File: config.mk
export PLATFORM = sky130hd
export DESIGN_NAME = lv_int_ctrl
export DESIGN_NICKNAME = d
export VERILOG_FILES = /design/src/rtl/lv_int_pkg.sv /design/src/rtl/lv_int_edge_det.sv /design/src/rtl/lv_int_ctrl.sv
export SDC_FILE = /design/constraint.sdc
export NUM_CORES = 1
export LEC_CHECK = 0
export ABC_CLOCK_PERIOD_IN_PS = 3500
export CORE_ASPECT_RATIO = 2
export CORE_MARGIN = 10
export CORE_UTILIZATION = 51
export DETAILED_ROUTE_END_ITERATION = 8
export PLACE_DENSITY = 0.82
export SETUP_SLACK_MARGIN = 0.05
export SLEW_MARGIN = 25
export SYNTH_ARGS = -nofsm -noshare
export SYNTH_HDL_FRONTEND = slang
export SYNTH_SLANG_ARGS = --single-unit
File: constraint.sdc
create_clock -name i_clk -period 3.5 [get_ports i_clk]
set_input_delay 0.7 -clock i_clk [delete_from_list [all_inputs] [get_ports i_clk]]
set_output_delay 0.7 -clock i_clk [all_outputs]
set_load 0.01 [all_outputs]
File: src/rtl/lv_int_pkg.sv
// Shared types and constants for the LV interrupt controller.
package lv_int_pkg;

    localparam int unsigned ST1_W = 7;
    localparam int unsigned ST2_W = 8;
    localparam int unsigned SRC_W = ST1_W + ST2_W;

    // Bit positions inside the concatenated {status2, status1} source vector
    localparam int unsigned SRC_SPI_ERR      = 0;
    localparam int unsigned SRC_CRC_ERR      = 1;
    localparam int unsigned SRC_COM_ERR      = 2;
    localparam int unsigned SRC_WDG_ERR      = 3;
    localparam int unsigned SRC_PWM_DTERR    = 4;
    localparam int unsigned SRC_PWM_MMERR    = 5;
    localparam int unsigned SRC_BIST_FAIL    = 6;
    localparam int unsigned SRC_LV_VSUP_UV   = 7;
    localparam int unsigned SRC_LV_VSUP_OV   = 8;
    localparam int unsigned SRC_HV_VCC_UV    = 9;
    localparam int unsigned SRC_HV_VCC_OV    = 10;
    localparam int unsigned SRC_HV_OT        = 11;
    localparam int unsigned SRC_HV_OC        = 12;
    localparam int unsigned SRC_HV_DESAT_FLT = 13;
    localparam int unsigned SRC_HV_SCP       = 14;

    typedef enum logic [1:0] {
        ST_IDLE   = 2'd0,
        ST_ASSERT = 2'd1,
        ST_GAP    = 2'd2
    } int_state_e;

    // Larger of two unsigned values, usable in constant expressions
    function automatic int unsigned max_u(input int unsigned a, input int unsigned b);
        return (a > b) ? a : b;
    endfunction

endpackage

File: src/rtl/lv_int_edge_det.sv
// Per-bit rising-edge detector with sticky capture, cleared by acknowledge.
module lv_int_edge_det #(
    parameter int unsigned W = 15
) (
    input  logic         i_clk,
    input  logic         i_rst,
    input  logic [W-1:0] i_flags,
    input  logic         i_clr,
    output logic [W-1:0] o_src,
    output logic         o_rise_any_c
);

    logic [W-1:0] prev_q;
    logic [W-1:0] prev_d;
    logic [W-1:0] src_q;
    logic [W-1:0] src_d;
    logic [W-1:0] rise_c;

    // Edge detect; a new edge coincident with acknowledge survives the clear
    always_comb begin
        rise_c = i_flags & ~prev_q;
        prev_d = i_flags;
        src_d  = i_clr ? rise_c : (src_q | rise_c);
    end

    // Previous-level and sticky-source registers
    always_ff @(posedge i_clk) begin
        if (i_rst) begin
            prev_q <= '0;
            src_q  <= '0;
        end else begin
            prev_q <= prev_d;
            src_q  <= src_d;
        end
    end

    assign o_src        = src_q;
    assign o_rise_any_c = |rise_c;

endmodule

File: src/rtl/lv_int_ctrl.sv
// Interrupt pin controller: captures new faults and drives a min-width INTB pulse.
module lv_int_ctrl
    import lv_int_pkg::*;
#(
    parameter int unsigned INTB_MIN_LOW_CYC = 16,
    parameter int unsigned INTB_GAP_CYC     = 4
) (
    input  logic              i_clk,
    input  logic              i_rst,
    input  logic [ST1_W-1:0]  i_status1_flt,
    input  logic [ST2_W-1:0]  i_status2_flt,
    input  logic              i_int_en,
    input  logic              i_int_clr,
    output logic              o_intb_n,
    output logic              o_int_pending,
    output logic [SRC_W-1:0]  o_int_src,
    output logic              o_fault_req
);

    localparam int unsigned CNT_W = $clog2(max_u(INTB_MIN_LOW_CYC, INTB_GAP_CYC) + 1);
    localparam logic [CNT_W-1:0] CNT_MAX  = '1;
    localparam logic [CNT_W-1:0] LOW_LAST = CNT_W'(INTB_MIN_LOW_CYC - 1);
    localparam logic [CNT_W-1:0] GAP_LAST = CNT_W'(INTB_GAP_CYC - 1);

    logic [SRC_W-1:0] flags_c;
    logic [SRC_W-1:0] src_w;
    logic             rise_any_c;

    logic             pending_q;
    logic             pending_d;
    logic             fault_req_q;
    logic             fault_req_d;
    int_state_e       state_q;
    int_state_e       state_d;
    logic [CNT_W-1:0] cnt_q;
    logic [CNT_W-1:0] cnt_d;
    logic [CNT_W-1:0] cnt_inc_c;

    assign flags_c = {i_status2_flt, i_status1_flt};

    lv_int_edge_det #(
        .W (SRC_W)
    ) u_edge_det (
        .i_clk        (i_clk),
        .i_rst        (i_rst),
        .i_flags      (flags_c),
        .i_clr        (i_int_clr),
        .o_src        (src_w),
        .o_rise_any_c (rise_any_c)
    );

    // Pending flag and fault request next-state
    always_comb begin
        pending_d   = rise_any_c | (pending_q & ~i_int_clr);
        fault_req_d = |flags_c[SRC_HV_SCP:SRC_HV_OT];
    end

    // Pin FSM next-state; counter saturates rather than wrapping
    always_comb begin
        state_d   = state_q;
        cnt_inc_c = (cnt_q == CNT_MAX) ? cnt_q : cnt_q + CNT_W'(1);
        cnt_d     = cnt_q;
        if (!i_int_en) begin
            state_d = ST_IDLE;
            cnt_d   = '0;
        end else begin
            case (state_q)
                ST_IDLE: begin
                    cnt_d = '0;
                    if (pending_q) begin
                        state_d = ST_ASSERT;
                    end
                end
                ST_ASSERT: begin
                    if ((cnt_q >= LOW_LAST) && !pending_q) begin
                        state_d = ST_GAP;
                        cnt_d   = '0;
                    end else begin
                        cnt_d = cnt_inc_c;
                    end
                end
                ST_GAP: begin
                    if (cnt_q >= GAP_LAST) begin
                        state_d = ST_IDLE;
                        cnt_d   = '0;
                    end else begin
                        cnt_d = cnt_inc_c;
                    end
                end
                default: begin
                    state_d = ST_IDLE;
                    cnt_d   = '0;
                end
            endcase
        end
    end

    // State, counter, pending and fault request registers
    always_ff @(posedge i_clk) begin
        if (i_rst) begin
            state_q     <= ST_IDLE;
            cnt_q       <= '0;
            pending_q   <= 1'b0;
            fault_req_q <= 1'b0;
        end else begin
            state_q     <= state_d;
            cnt_q       <= cnt_d;
            pending_q   <= pending_d;
            fault_req_q <= fault_req_d;
        end
    end

    assign o_intb_n      = (state_q != ST_ASSERT);
    assign o_int_pending = pending_q;
    assign o_int_src     = src_w;
    assign o_fault_req   = fault_req_q;

endmodule

==> run metrics, run 1 <==
largest net degree at the start of global routing 20; Arr. time, crit path 1.54 ns; kind of critical path register to output pin; count of final setup violators 0; CP required about 2.8 ns; r2r setup slk between 1.5 and 2 ns; Synth warnings 0; full die area approximately 5600 um^2; RSZ-0062 raised after global routing false; clock skew between 0.002 and 0.003 ns; post-synthesis instance total 151; H-Tree Depth 2; number of I/O pins 37; worst min path class register to register; Worst-Skew Late Latency approximately 0.28 ns; area of the multi-input gates 662 um^2; DRT Wirelength 3.19 mm; Worst Path Max Fanout 4; Rows 27; post-layout util between 60% and 70%; FF+latch area 781 um^2; leak pwr approximately 0.74 nW; CTS tree yes; first-pass GRT wire length 5.58 mm; Die Ht a little under 100 um; vias in the first global route 1264; DR pass1 iterations 4; clock sink count 39; Synth top area share between 50% and 60%; setup ws final between 1 and 1.5 ns; Synth cell types 29; pre-CTS WS about 1.4 ns; All-Layer GR Usage between 10% and 20%; R2R Path Start cnt_q[0]; filler instances between 200 and 250; Post-DP HPWL approximately 2.6 mm; Yosys reg bits 39; Max Slew Vio Count 0; Final min period approximately 2.2 ns; sequential-to-total area share from yosys stat a little over half; Area contributors post-synth dfxtp_1 53%, nor2b_1 7.6%, a21oi_1 6.1%, nand2b_1 5.5%, ha_1 4.2%; # DRC 0; Setup Buffers After CTS 0; # Max-Cap Violations 0; GP Congestion 0.772; vias per cell around 5.3; Die W between 50 and 60 um; total gr overflow 0; post-synth design cell area ~1500 um^2; final number of hold-violating endpoints 0; Max IR drop VDD 368 uV; Slew Limit Headroom roughly 66%; Worst Min Path Start u_edge_det.o_src[12]; Fin Setup TNS 0 ns; Critical Path Sink Type output pin; cts hold-fix bufs 0; Worst-Margin Slew 0.514 ns; Ant. Diodes 0; antenna-violating nets left 0; Critical path origin state_q[1]; Iteration-0 DRC Markers 14; core area between 2000 and 3000 um^2; nets approximately 220; status finished clean; initial antenna violation count 0; post-CTS resize count 0; I/O Buffers 36; Final period util ~64%; Max Root-Sink Buffers 2; share of cells above drive strength 1 6.84%; CTS clock-pin slew for the worst setup and hold paths ~0.06 ns; TritonCTS buffer count 5; clk root buf clkbuf_8; syn avg cell area around 10 um^2; Synthesized Nets between 150 and 200; PwrDens about 440 nW/um^2; Initial Utilization between 50 and 60%; Setup crit start kind register; Yosys top cell by area dfxtp_1; fmax 0.446 GHz; area delta synth->final 31.3%; via count 1151; wire per inst around 15 um
-- final cells by class --
cell class	count	share of cell area (%)
clock buffer	6	3.74
inverter	5	0.968
multi-input combinational	103	34.2
sequential	39	40.3
tap	29	1.87
timing repair buffer	37	19.0
-- synth_stat cells --
cell / number
a21boi_1: 2
nand4_1: 3
and2_2: 1
nor2b_1: 18
a31oi_1: 1
nand2b_2: 1
nor2_1: 7
nor4b_2: 1
xnor2_1: 2
a21oi_2: 1
mux2i_1: 1
a22oi_1: 1
nand2_2: 1
nand3_1: 3
ha_1: 5
a21oi_1: 18
o21ai_1: 2
o211ai_4: 1
nand2b_1: 13
o2111ai_1: 1
nand2_1: 14
inv_1: 5
xor2_1: 1
nor4_1: 2
a22o_1: 1
o311ai_1: 1
clkbuf_1: 4
dfxtp_1: 39
o311a_4: 1
-- stage by stage --
stage	instance area, um^2	instances	hold slack (ns)	total power [mW]
floorplan	1480	151	0.474	0.537
finish	1940	219	0.462	0.849
global placement	1870	213	0.455	0.597
CTS	1940	219	0.468	0.864
detailed placement	1870	213	0.452	0.601
global route	1940	219	0.496	0.889
-- placed cells by master (no fill, tap or decap), types with 2 or more instances in the layout --
master	count
inv_1	5
xnor2_1	2
clkdlybuf4s50_1	36
dfxtp_1	39
nand2b_1	13
nor4_1	2
ha_1	5
nor2_1	7
a21boi_1	2
nor2b_1	18
o21ai_1	2
a21oi_1	18
nand2_1	14
nand4_1	3
nand3_1	3
clkbuf_8	5
-- sequential cells by signal (all words and copies together), names as in the netlist --
register / flops
cnt_q: 5
o_fault_req: 1
o_int_pending: 1
state_q: 2
u_edge_det.o_src: 15
u_edge_det.prev_q: 15
-- critical path, cell delays in order (launching register included) --
cell,delay [ns]
dfxtp_1,0.36
inv_1,0.08
ha_1,0.24
inv_1,0.07
clkdlybuf4s50_1,0.53
-- report_power, final --
part / leakage [nW] / internal (mW) / switching, mW
Clock: 0.0371 / 0.132 / 0.127
Sequential: 0.323 / 0.467 / 0.00946
Combinational: 0.376 / 0.0637 / 0.0491
-- final timing paths --
check / to / cells after the start
worst max-delay path: o_intb_n / 4
worst min-delay path: u_edge_det.o_src[12] / 2
worst max register to register: cnt_q[2] / 5
worst min register to register: u_edge_det.o_src[12] / 2
-- cells by family after synthesis --
kind of cell	share of synthesized area, %
compound gates	14.0
xor+xnor	1.78
fa+ha+maj	4.24
buf+inv	2.29
flops	52.9
mux	0.678
simple gates	24.2
-- layer usage --
| metal | routed length, um | track usage, % | share of wire [%] |
|---|---|---|---|
| met4 | 97 | 7.87 | 3.0 |
| met3 | 297 | 6.33 | 9.3 |
| met5 | 0 | 0 | 0 |
| met2 | 1610 | 21.0 | 50 |
| met1 | 1190 | 11.5 | 37 |
Note: power is estimated with default switching activity, not from simulation.
==> inputs of run 2 (changes only) <==
--- a/config.mk
+++ b/config.mk
@@ -5,12 +5,12 @@
 export SDC_FILE = /design/constraint.sdc
 export NUM_CORES = 1
 export LEC_CHECK = 0
-export ABC_CLOCK_PERIOD_IN_PS = 3500
+export ABC_CLOCK_PERIOD_IN_PS = 2100
 export CORE_ASPECT_RATIO = 2
 export CORE_MARGIN = 10
-export CORE_UTILIZATION = 51
+export CORE_UTILIZATION = 47
 export DETAILED_ROUTE_END_ITERATION = 8
-export PLACE_DENSITY = 0.82
+export PLACE_DENSITY = 0.77
 export SETUP_SLACK_MARGIN = 0.05
 export SLEW_MARGIN = 25
 export SYNTH_ARGS = -nofsm -noshare
==> constraint.sdc (replaced) <==
create_clock -name i_clk -period 2.1 [get_ports i_clk]
set_input_delay 0.42 -clock i_clk [delete_from_list [all_inputs] [get_ports i_clk]]
set_output_delay 0.42 -clock i_clk [all_outputs]
set_load 0.01 [all_outputs]
==> run 2 against run 1 <==
Worst setup slack lost 1.1 ns; register-to-register slack worse by 1.4 ns; routed wire length increased by 4.3%; power increased by 72%; utilization shrank 4.3 points; critical path depth is the same; die area rose by 6.1%; highest routed layer unchanged.
==> run metrics, run 2 (synthesis results as in run 1) <==
most common cell after layout, fill and taps aside dfxtp_1 (unchanged); nets 216 (was 215); clock skew 0.00505 ns (was 0.00275 ns); # DRC 0 (unchanged); Clock power frac 32.6% (was 30.6%); Critical Path Sink Type output pin (unchanged); worst min path class register to register (unchanged); CTS tree yes (unchanged); initial antenna violation count 0 (unchanged); Slew Limit Headroom 67.9% (was 65.6%); wire per inst 14.9 um (was 14.6 um); GRT busiest layer met2 (unchanged); commonest non-fill, non-tap cells in the layout 39 x dfxtp_1, 36 x clkdlybuf4s50_1, 18 x nor2b_1, 18 x a21oi_1, 14 x nand2_1 (unchanged); via count 1158 (was 1151); Fin Setup TNS 0 ns (unchanged); FF+latch area 781 um^2 (unchanged); RSZ-0062 raised after global routing false (unchanged); Critical path origin state_q[1] (unchanged); Reg2Reg Depth 5 (unchanged); fin area 1960 um^2 (was 1940 um^2); share of cells above drive strength 1 7.77% (was 6.84%); filler instances 254 (was 232); logic gate share of total power 13.0% (was 13.3%); Worst-Skew Late Latency 0.29 ns (was 0.28 ns); GP Congestion 0.830 (was 0.772); Initial Utilization 49.6% (was 53.3%); fmax 0.508 GHz; Worst-Margin Slew 0.480 ns (was 0.514 ns); Worst Path Max Fanout 4 (unchanged); Setup crit start kind register (unchanged); clock sink count 39 (unchanged); first-pass GRT wire length 5.37 mm (was 5.58 mm); Min Hold Slack 0.464 ns (was 0.462 ns); Placed Area 1870 um^2 (about the same); I/O Buffers 36 (unchanged); cts hold-fix bufs 0 (unchanged); Ant. Diodes 0 (unchanged); leak pwr 0.746 nW (was 0.736 nW); TritonCTS buffer count 5 (unchanged); CTS clock-pin slew for the worst setup and hold paths 0.07 ns (was 0.06 ns); Iteration-0 DRC Markers 19 (was 14); number of I/O pins 37 (unchanged); status finished clean (unchanged); CP required 1.68 ns (was 2.80 ns); R2R Path Start cnt_q[0] (unchanged); internal power 1.12 mW (was 0.663 mW); Setup Buffers After CTS 0 (unchanged); Arr. time, crit path 1.55 ns (was 1.54 ns); dpl cells 215 (was 213); Switch Pwr 0.341 mW (was 0.186 mW); Max Slew Vio Count 0 (unchanged); All-Layer GR Usage 11.6% (was 12.4%); Die Ht 99.3 um (was 96.1 um); DRT Wirelength 3.33 mm (was 3.19 mm); PwrDens 746 nW/um^2 (was 438 nW/um^2); Max IR drop VDD 646 uV (was 368 uV); met1 Usage GRT 11.7% (was 11.5%); worst flop-to-flop path endpoint cnt_q[1] (was cnt_q[2]); vias in the first global route 1204 (was 1264); vias per cell 5.19 (was 5.26); total gr overflow 0 (unchanged); Rows 28 (was 27); largest net degree at the start of global routing 18 (was 20); Die W 59.6 um (was 58.0 um); Final min period ~2 ns; area delta synth->final 32.5% (was 31.3%); full die area 5920 um^2 (was 5580 um^2); H-Tree Depth 2 (unchanged); Max Root-Sink Buffers 2 (unchanged); count of final setup violators 0 (unchanged); clk root buf clkbuf_8 (unchanged); area of the multi-input gates 662 um^2 (unchanged); post-CTS resize count 0 (unchanged); Finished Layout Cells 223 (was 219); r2r setup slk 0.51 ns (was 1.90 ns); met2 usage 18.3% (was 21.0%); core area 2980 um^2 (was 2770 um^2); sequential share of power 54.4% (was 56.1%); Critical Path Sink o_intb_n (unchanged); final number of hold-violating endpoints 0 (unchanged); antenna-violating nets left 0 (unchanged); DR pass1 iterations 4 (unchanged); Switching Share 23.4% (was 21.9%); kind of critical path register to output pin (unchanged); Final period util 93.7%; # Max-Cap Violations 0 (unchanged); overall power 1.46 mW (was 0.849 mW); Post-DP HPWL 2.59 mm (was 2.55 mm); met3 usage 5.10% (was 6.33%)
[run 2: changes by cell type in the layout (fill, tap and decap cells not counted)]
cell      delta
clkinv_2     +1
clkbuf_1     +1
buf_4        +1
[run 2: worst min-delay path by stage]
| stage | start | end | slack (ns) | depth (start not counted) |
|---|---|---|---|---|
| 2_1_floorplan | state_q[1] | state_q[1] | 0.47 | 2 |
| 3_3_place_gp | u_edge_det.o_src[12] | u_edge_det.o_src[12] | 0.45 | 2 |
| 3_5_place_dp | u_edge_det.o_src[12] | u_edge_det.o_src[12] | 0.45 | 2 |
| 4_1_cts | u_edge_det.o_src[12] | u_edge_det.o_src[12] | 0.46 | 2 |
| 5_1_grt | u_edge_det.o_src[12] | u_edge_det.o_src[12] | 0.49 | 2 |
| 6_report | u_edge_det.o_src[12] | u_edge_det.o_src[12] | 0.46 | 2 |
[run 2: stage by stage]
stage	setup WS (ns)	utilization, %
floorplan	0.645	-
global placement	0.472	62.9
detailed placement	0.432	62.9
CTS	0.118	65.7
global route	0.0598	65.7
finish	0.133	65.7
[run 2: power by group through the flow]
stage	Combinational (mW)	Clock [mW]	Sequential [mW]
floorplan	0.0764	0	0.819
global placement	0.187	0	0.810
detailed placement	0.191	0	0.811
CTS	0.192	0.482	0.795
global route	0.209	0.506	0.798
finish	0.189	0.476	0.795
[run 2: worst max-delay path, stage by stage, from the launching register on]
cell and delay [ns]:
dfxtp_1 0.35, inv_1 0.08, ha_1 0.23, inv_1 0.06, clkdlybuf4s50_1 0.53
[run 2: final cells by class]
cell class	count	area share [%]
clock buffer	7	3.90
timing repair buffer	38	19.2
clock inverter	1	0.256
multi-input combinational	103	33.8
inverter	5	0.960
sequential	39	39.9
tap	30	1.92
[run 2: per-layer routing]
metal / share of wire, % / up-vias
li1: - / 589
met1: 40 / 527
met2: 50 / 35
met3: 7.1 / 7
met4: 3.1 / 0
met5: 0 / -
